===== src/rtl/color_band_pkg.sv =====
// Shared definitions for the colour-band sequencer: FSM state type,
// a width helper and the default 640-pixel / 144-offset geometry.
package color_band_pkg;

  typedef enum logic {
    IDLE = 1'b0,
    RUN  = 1'b1
  } state_t;

  localparam int DEF_ADDR_W    = 10;
  localparam int DEF_VISIBLE_W = 640;
  localparam int DEF_N_BANDS   = 8;
  localparam int DEF_BAND_W    = DEF_VISIBLE_W / DEF_N_BANDS;
  localparam int DEF_H_START   = 144;

  // Bits needed to hold values 0..value-1, never less than 1.
  function automatic int clog2(input int value);
    int w;
    w = 0;
    for (int v = value - 1; v > 0; v = v >> 1) begin
      w++;
    end
    return (w < 1) ? 1 : w;
  endfunction

endpackage


===== src/rtl/band_pixel_counter.sv =====
// Pixel position inside the current band: CE-gated modulo-BAND_W counter
// with synchronous clear and a terminal-count flag on the last pixel.
module band_pixel_counter
  import color_band_pkg::*;
#(
  parameter int BAND_W = DEF_BAND_W
) (
  input  logic i_clk,
  input  logic i_rst,
  input  logic i_ce,
  input  logic i_clr,
  input  logic i_inc,
  output logic o_tc
);

  localparam int CNT_W = clog2(BAND_W);
  localparam logic [CNT_W-1:0] LAST_CNT = CNT_W'(BAND_W - 1);

  logic [CNT_W-1:0] r_cnt;

  // Clear wins over increment; the count wraps to 0 after the last pixel.
  always_ff @(posedge i_clk) begin
    if (i_rst) begin
      r_cnt <= '0;
    end else if (i_ce) begin
      if (i_clr) begin
        r_cnt <= '0;
      end else if (i_inc) begin
        r_cnt <= (r_cnt == LAST_CNT) ? '0 : r_cnt + CNT_W'(1);
      end
    end
  end

  assign o_tc = (r_cnt == LAST_CNT);

endmodule


===== src/rtl/color_band_sequencer.sv =====
// Horizontal colour-band sequencer: registered band index, in-region flag
// and band-entry pulse, aligned with the pixel address.
// Optional frame rotation of the band index: define COLOR_BAND_ROTATE_EN.
module color_band_sequencer
  import color_band_pkg::*;
#(
  parameter  int ADDR_W  = DEF_ADDR_W,
  parameter  int N_BANDS = DEF_N_BANDS,
  parameter  int BAND_W  = DEF_BAND_W,
  parameter  int H_START = DEF_H_START,
  localparam int IDX_W   = clog2(N_BANDS)
) (
  input  logic              CLK,
  input  logic              RST,
  input  logic              CE,
  input  logic [ADDR_W-1:0] A,
`ifdef COLOR_BAND_ROTATE_EN
  input  logic              FRAME_TICK,
`endif
  output logic [IDX_W-1:0]  Q,
  output logic              ACTIVE,
  output logic              EDGE
);

  localparam logic [ADDR_W-1:0] RESYNC_A = ADDR_W'(H_START - 1);
  localparam logic [IDX_W-1:0]  LAST_IDX = IDX_W'(N_BANDS - 1);

  state_t           r_state, w_state_next;
  logic [IDX_W-1:0] r_idx, w_idx_next;
  logic [IDX_W-1:0] r_q, w_q_next;
  logic             r_active, w_active_next;
  logic             r_edge, w_edge_next;
  logic             w_resync;
  logic             w_tc;

  // The pixel just before band 0 restarts the line from any state.
  assign w_resync = CE && (A == RESYNC_A);

  band_pixel_counter #(
    .BAND_W (BAND_W)
  ) u_cnt (
    .i_clk (CLK),
    .i_rst (RST),
    .i_ce  (CE),
    .i_clr (w_resync),
    .i_inc (r_state == RUN),
    .o_tc  (w_tc)
  );

`ifdef COLOR_BAND_ROTATE_EN
  logic [IDX_W-1:0] r_rot, r_rot_l;

  // Frame rotation advances on every tick, independent of the pixel enable.
  always_ff @(posedge CLK) begin
    if (RST) begin
      r_rot <= '0;
    end else if (FRAME_TICK) begin
      r_rot <= (r_rot == LAST_IDX) ? '0 : r_rot + IDX_W'(1);
    end
  end

  // Rotation is frozen per line so a mid-line tick only affects the next line.
  always_ff @(posedge CLK) begin
    if (RST) begin
      r_rot_l <= '0;
    end else if (w_resync) begin
      r_rot_l <= r_rot;
    end
  end

  function automatic logic [IDX_W-1:0] band_of(input logic [IDX_W-1:0] idx,
                                               input logic [IDX_W-1:0] rot);
    logic [IDX_W:0] sum;
    sum = {1'b0, idx} + {1'b0, rot};
    if (sum >= (IDX_W+1)'(N_BANDS)) begin
      sum = sum - (IDX_W+1)'(N_BANDS);
    end
    return sum[IDX_W-1:0];
  endfunction
`endif

  // State register.
  always_ff @(posedge CLK) begin
    if (RST) begin
      r_state <= IDLE;
    end else begin
      r_state <= w_state_next;
    end
  end

  // Next state, band index and next output values; everything holds when CE=0.
  always_comb begin
    w_state_next  = r_state;
    w_idx_next    = r_idx;
    w_edge_next   = r_edge;
    w_active_next = r_active;
    w_q_next      = r_q;
    if (CE) begin
      w_edge_next = 1'b0;
      if (w_resync) begin
        w_state_next = RUN;
        w_idx_next   = '0;
        w_edge_next  = 1'b1;
      end else if ((r_state == RUN) && w_tc) begin
        if (r_idx == LAST_IDX) begin
          w_state_next = IDLE;
          w_idx_next   = '0;
        end else begin
          w_idx_next  = r_idx + IDX_W'(1);
          w_edge_next = 1'b1;
        end
      end
      w_active_next = (w_state_next == RUN);
`ifdef COLOR_BAND_ROTATE_EN
      w_q_next = w_active_next ? band_of(w_idx_next, w_resync ? r_rot : r_rot_l) : '0;
`else
      w_q_next = w_active_next ? w_idx_next : '0;
`endif
    end
  end

  // Band index and output registers.
  always_ff @(posedge CLK) begin
    if (RST) begin
      r_idx    <= '0;
      r_q      <= '0;
      r_active <= 1'b0;
      r_edge   <= 1'b0;
    end else begin
      r_idx    <= w_idx_next;
      r_q      <= w_q_next;
      r_active <= w_active_next;
      r_edge   <= w_edge_next;
    end
  end

  assign Q      = r_q;
  assign ACTIVE = r_active;
  assign EDGE   = r_edge;

endmodule


===== config.mk =====
export PLATFORM = sky130hd
export DESIGN_NAME = color_band_sequencer
export DESIGN_NICKNAME = d
export VERILOG_FILES = /design/src/rtl/color_band_pkg.sv /design/src/rtl/band_pixel_counter.sv /design/src/rtl/color_band_sequencer.sv
export SDC_FILE = /design/constraint.sdc
export NUM_CORES = 1
export LEC_CHECK = 0
export ABC_AREA = 1
export CAP_MARGIN = 10
export CORE_MARGIN = 2
export CORE_UTILIZATION = 45
export DETAILED_ROUTE_END_ITERATION = 12
export GPL_TIMING_DRIVEN = 0
export PLACE_DENSITY = 0.69
export REMOVE_ABC_BUFFERS = 1
export SLEW_MARGIN = 20
export SYNTH_ARGS = -nofsm -noshare
export SYNTH_HDL_FRONTEND = slang
export SYNTH_SLANG_ARGS = --single-unit

===== constraint.sdc =====
create_clock -name CLK -period 1.65 [get_ports CLK]
set_input_delay 0.2475 -clock CLK [delete_from_list [all_inputs] [get_ports CLK]]
set_output_delay 0.2475 -clock CLK [all_outputs]
set_load 0.01 [all_outputs]

==> out/results.tsv <==
metric	value	unit
outcome	completed	
synthesized area	912.1	µm²
highest-count cells in the layout ignoring fill and taps	nand2_1, nor2_1, inv_1, clkdlybuf4s50_1, dfxtp_1	
fmax	0.6342	GHz
placed cell areas	1100	µm²
min cycle time layout	1.577	ns
Slew Limit Headroom	70.65	%
endpoint type of the worst setup path	primary output	
pwr/cell area	570.8	nW/µm²
Hold Path Class	reg2reg	
crit path DAT	1.33	ns
Initial DRC Count	7	
Pwr Total	0.6456	mW
Mean Syn Cell Area	6.515	µm²
clk_lat worst skew	0.29	ns
CTS HTree Levels	1	
sum of buffers and inverters on the critical path	1	
Crit Path Class	reg2out	
first-pass GRT wire length	3.408	mm
TritonCTS Buffers	3	
clock tree sinks	15	
DR WL/cell	10.44	µm
Clock Path Buffers	2	
GR Overflow Total	0	
RSZ-0062 raised after global routing	false	
root buffer cell	clkbuf_4	
antenna violations before repair	0	
Die Wd	49.02	µm
DRC	0	
Synth Register Bits	15	
CP max stage delay	0.58	ns
Synth warnings	0	
sequential fraction of the synthesis area	32.92	%
drt total wl	1.932	mm
Worst path slowest cell	clkdlybuf4s50_1	
boundary pin count	18	
final setup fails	0	
share of cells above drive strength 1	10.76	%
initial core utilization	46.97	%
Sum Neg Setup Slack	0	ns
total global-route track usage	18.15	%
Slew Limit Fails	0	
Worst-path clk slew	0.10	ns
largest net degree at the start of global routing	14	
Final Hold Vio Count	0	
family with the most delay on the worst path	buffers and inverters	
startpoint types	flop	
# port buffers	17	
Ant. Diodes	0	
clk_skew	0.006066	ns
commonest non-fill, non-tap cell in the layout	nand2_1	
Core Area	1942	µm²
worst path cell trace	clkdlybuf4s50_1	
GPL Wtd Cong	0.7436	
Max FO, Critical Path	9	
HPWL Detailed	1.527	mm
Worst EP required	1.40	ns
detailed-route via count	912	
nets	175	
Design Area, Final	1131	µm²
Pre-antenna DRT Iters	4	
leak pwr	0.4850	nW
Antenna Nets Post-Route	0	
fin crit share	95.57	%
Cell Rows	16	
cts hold-fix bufs	0	
die height	49.02	µm
Cell variety after synth	25	
Cells after Synth	140	
Layout area overhead	24.00	%
Worst Tran Pin Value	0.4403	ns
TritonCTS clock tree	built	
worst vdd ir	0.0003727	V
via/cell ratio	4.930	
die area	2403	µm²
vias in the first global route	834	
max-cap violation count	0	
state kept, by name (all words and copies together), names as in the netlist:
register / flops
ACTIVE: 1
u_cnt.r_cnt: 7
Q: 3
r_idx: 3
EDGE: 1
logic make-up (layout without fill, tap and decap cells):
family | count (synthesis) | after routing | synth area share (%)
and+or+nand+nor | 80 | 80 | 40.05
buffers and inverters | 21 | 39 | 9.190
AOI/OAI and AO/OA | 20 | 20 | 12.76
DFF | 15 | 15 | 32.92
adders and majority gates | 3 | 3 | 4.116
xor gates and xnor gates | 1 | 1 | 0.9604
area by class of cell:
cell class	count	area (µm²)
clock buffer	3	22.52
clock inverter	1	5.005
fill	201	810.8
inverter	18	67.56
multi-input combinational	104	530.5
sequential	15	301.5
tap	27	33.78
timing repair buffer	17	170.2
worst paths after layout:
path                       start      to  slack, ns  cells past startpoint
hold reg to reg             EDGE    EDGE       0.47                      2
setup / recovery          ACTIVE  ACTIVE       0.07                      1
setup reg to reg  u_cnt.r_cnt[0]    Q[2]       0.16                      9
hold / removal              EDGE    EDGE       0.47                      2
layer usage:
metal	global-route usage [%]	wire length (µm)	up-vias
li1	-	-	483
met1	22.26	891	406
met2	31.74	938	21
met3	3.681	83	2
met4	5.714	19	0
met5	0	0	-
cells in the mapped netlist:
library cell,n,area (µm²)
a21boi_0,1,7.510
a21oi_1,9,45.04
a21oi_2,3,26.28
buf_2,1,5.000
buf_4,1,7.510
clkbuf_1,1,3.750
dfxtp_1,15,300.3
ha_1,3,37.54
inv_1,18,67.56
nand2_1,38,142.6
nand2_2,3,18.77
nand2_4,1,11.26
nand3_1,8,40.04
nand3_2,1,10.01
nand3b_1,1,7.510
nand4_1,4,25.02
nor2_1,20,75.07
nor2_2,1,6.260
nor2_4,1,11.26
nor3_1,1,5.000
nor3b_2,1,12.51
o21a_1,1,7.510
o21ai_0,5,25.02
o21ai_1,1,5.000
xnor2_1,1,8.760
through the flow:
step                util (%)  std cells  hold WS (ns)  setup WS, ns
CTS                    58.05        185        0.4749       0.06875
global placement       56.64        181        0.4529       -0.3082
finish                 58.25        185        0.4706       0.07312
floorplan                  -        137        0.3099        0.3426
detailed placement     56.64        181        0.4595       -0.3068
global route           58.25        185        0.4897      0.001393
repair_timing:
item / CTS / global route
hold endpoints to repair: 0 / 0
gates resized for setup: 2 / 2
setup endpoints to repair: 2 / 5
setup buffers: 0 / 0
pin swaps: 0 / 1
power by group:
| part | leakage (nW) | internal, mW | switching, mW |
|---|---|---|---|
| sequential | 0.121 | 0.363 | 0.00118 |
| combinational | 0.346 | 0.0342 | 0.0308 |
| clock | 0.0177 | 0.0902 | 0.126 |
| total | 0.485 | 0.488 | 0.158 |
(Power assumes the default switching activity.)
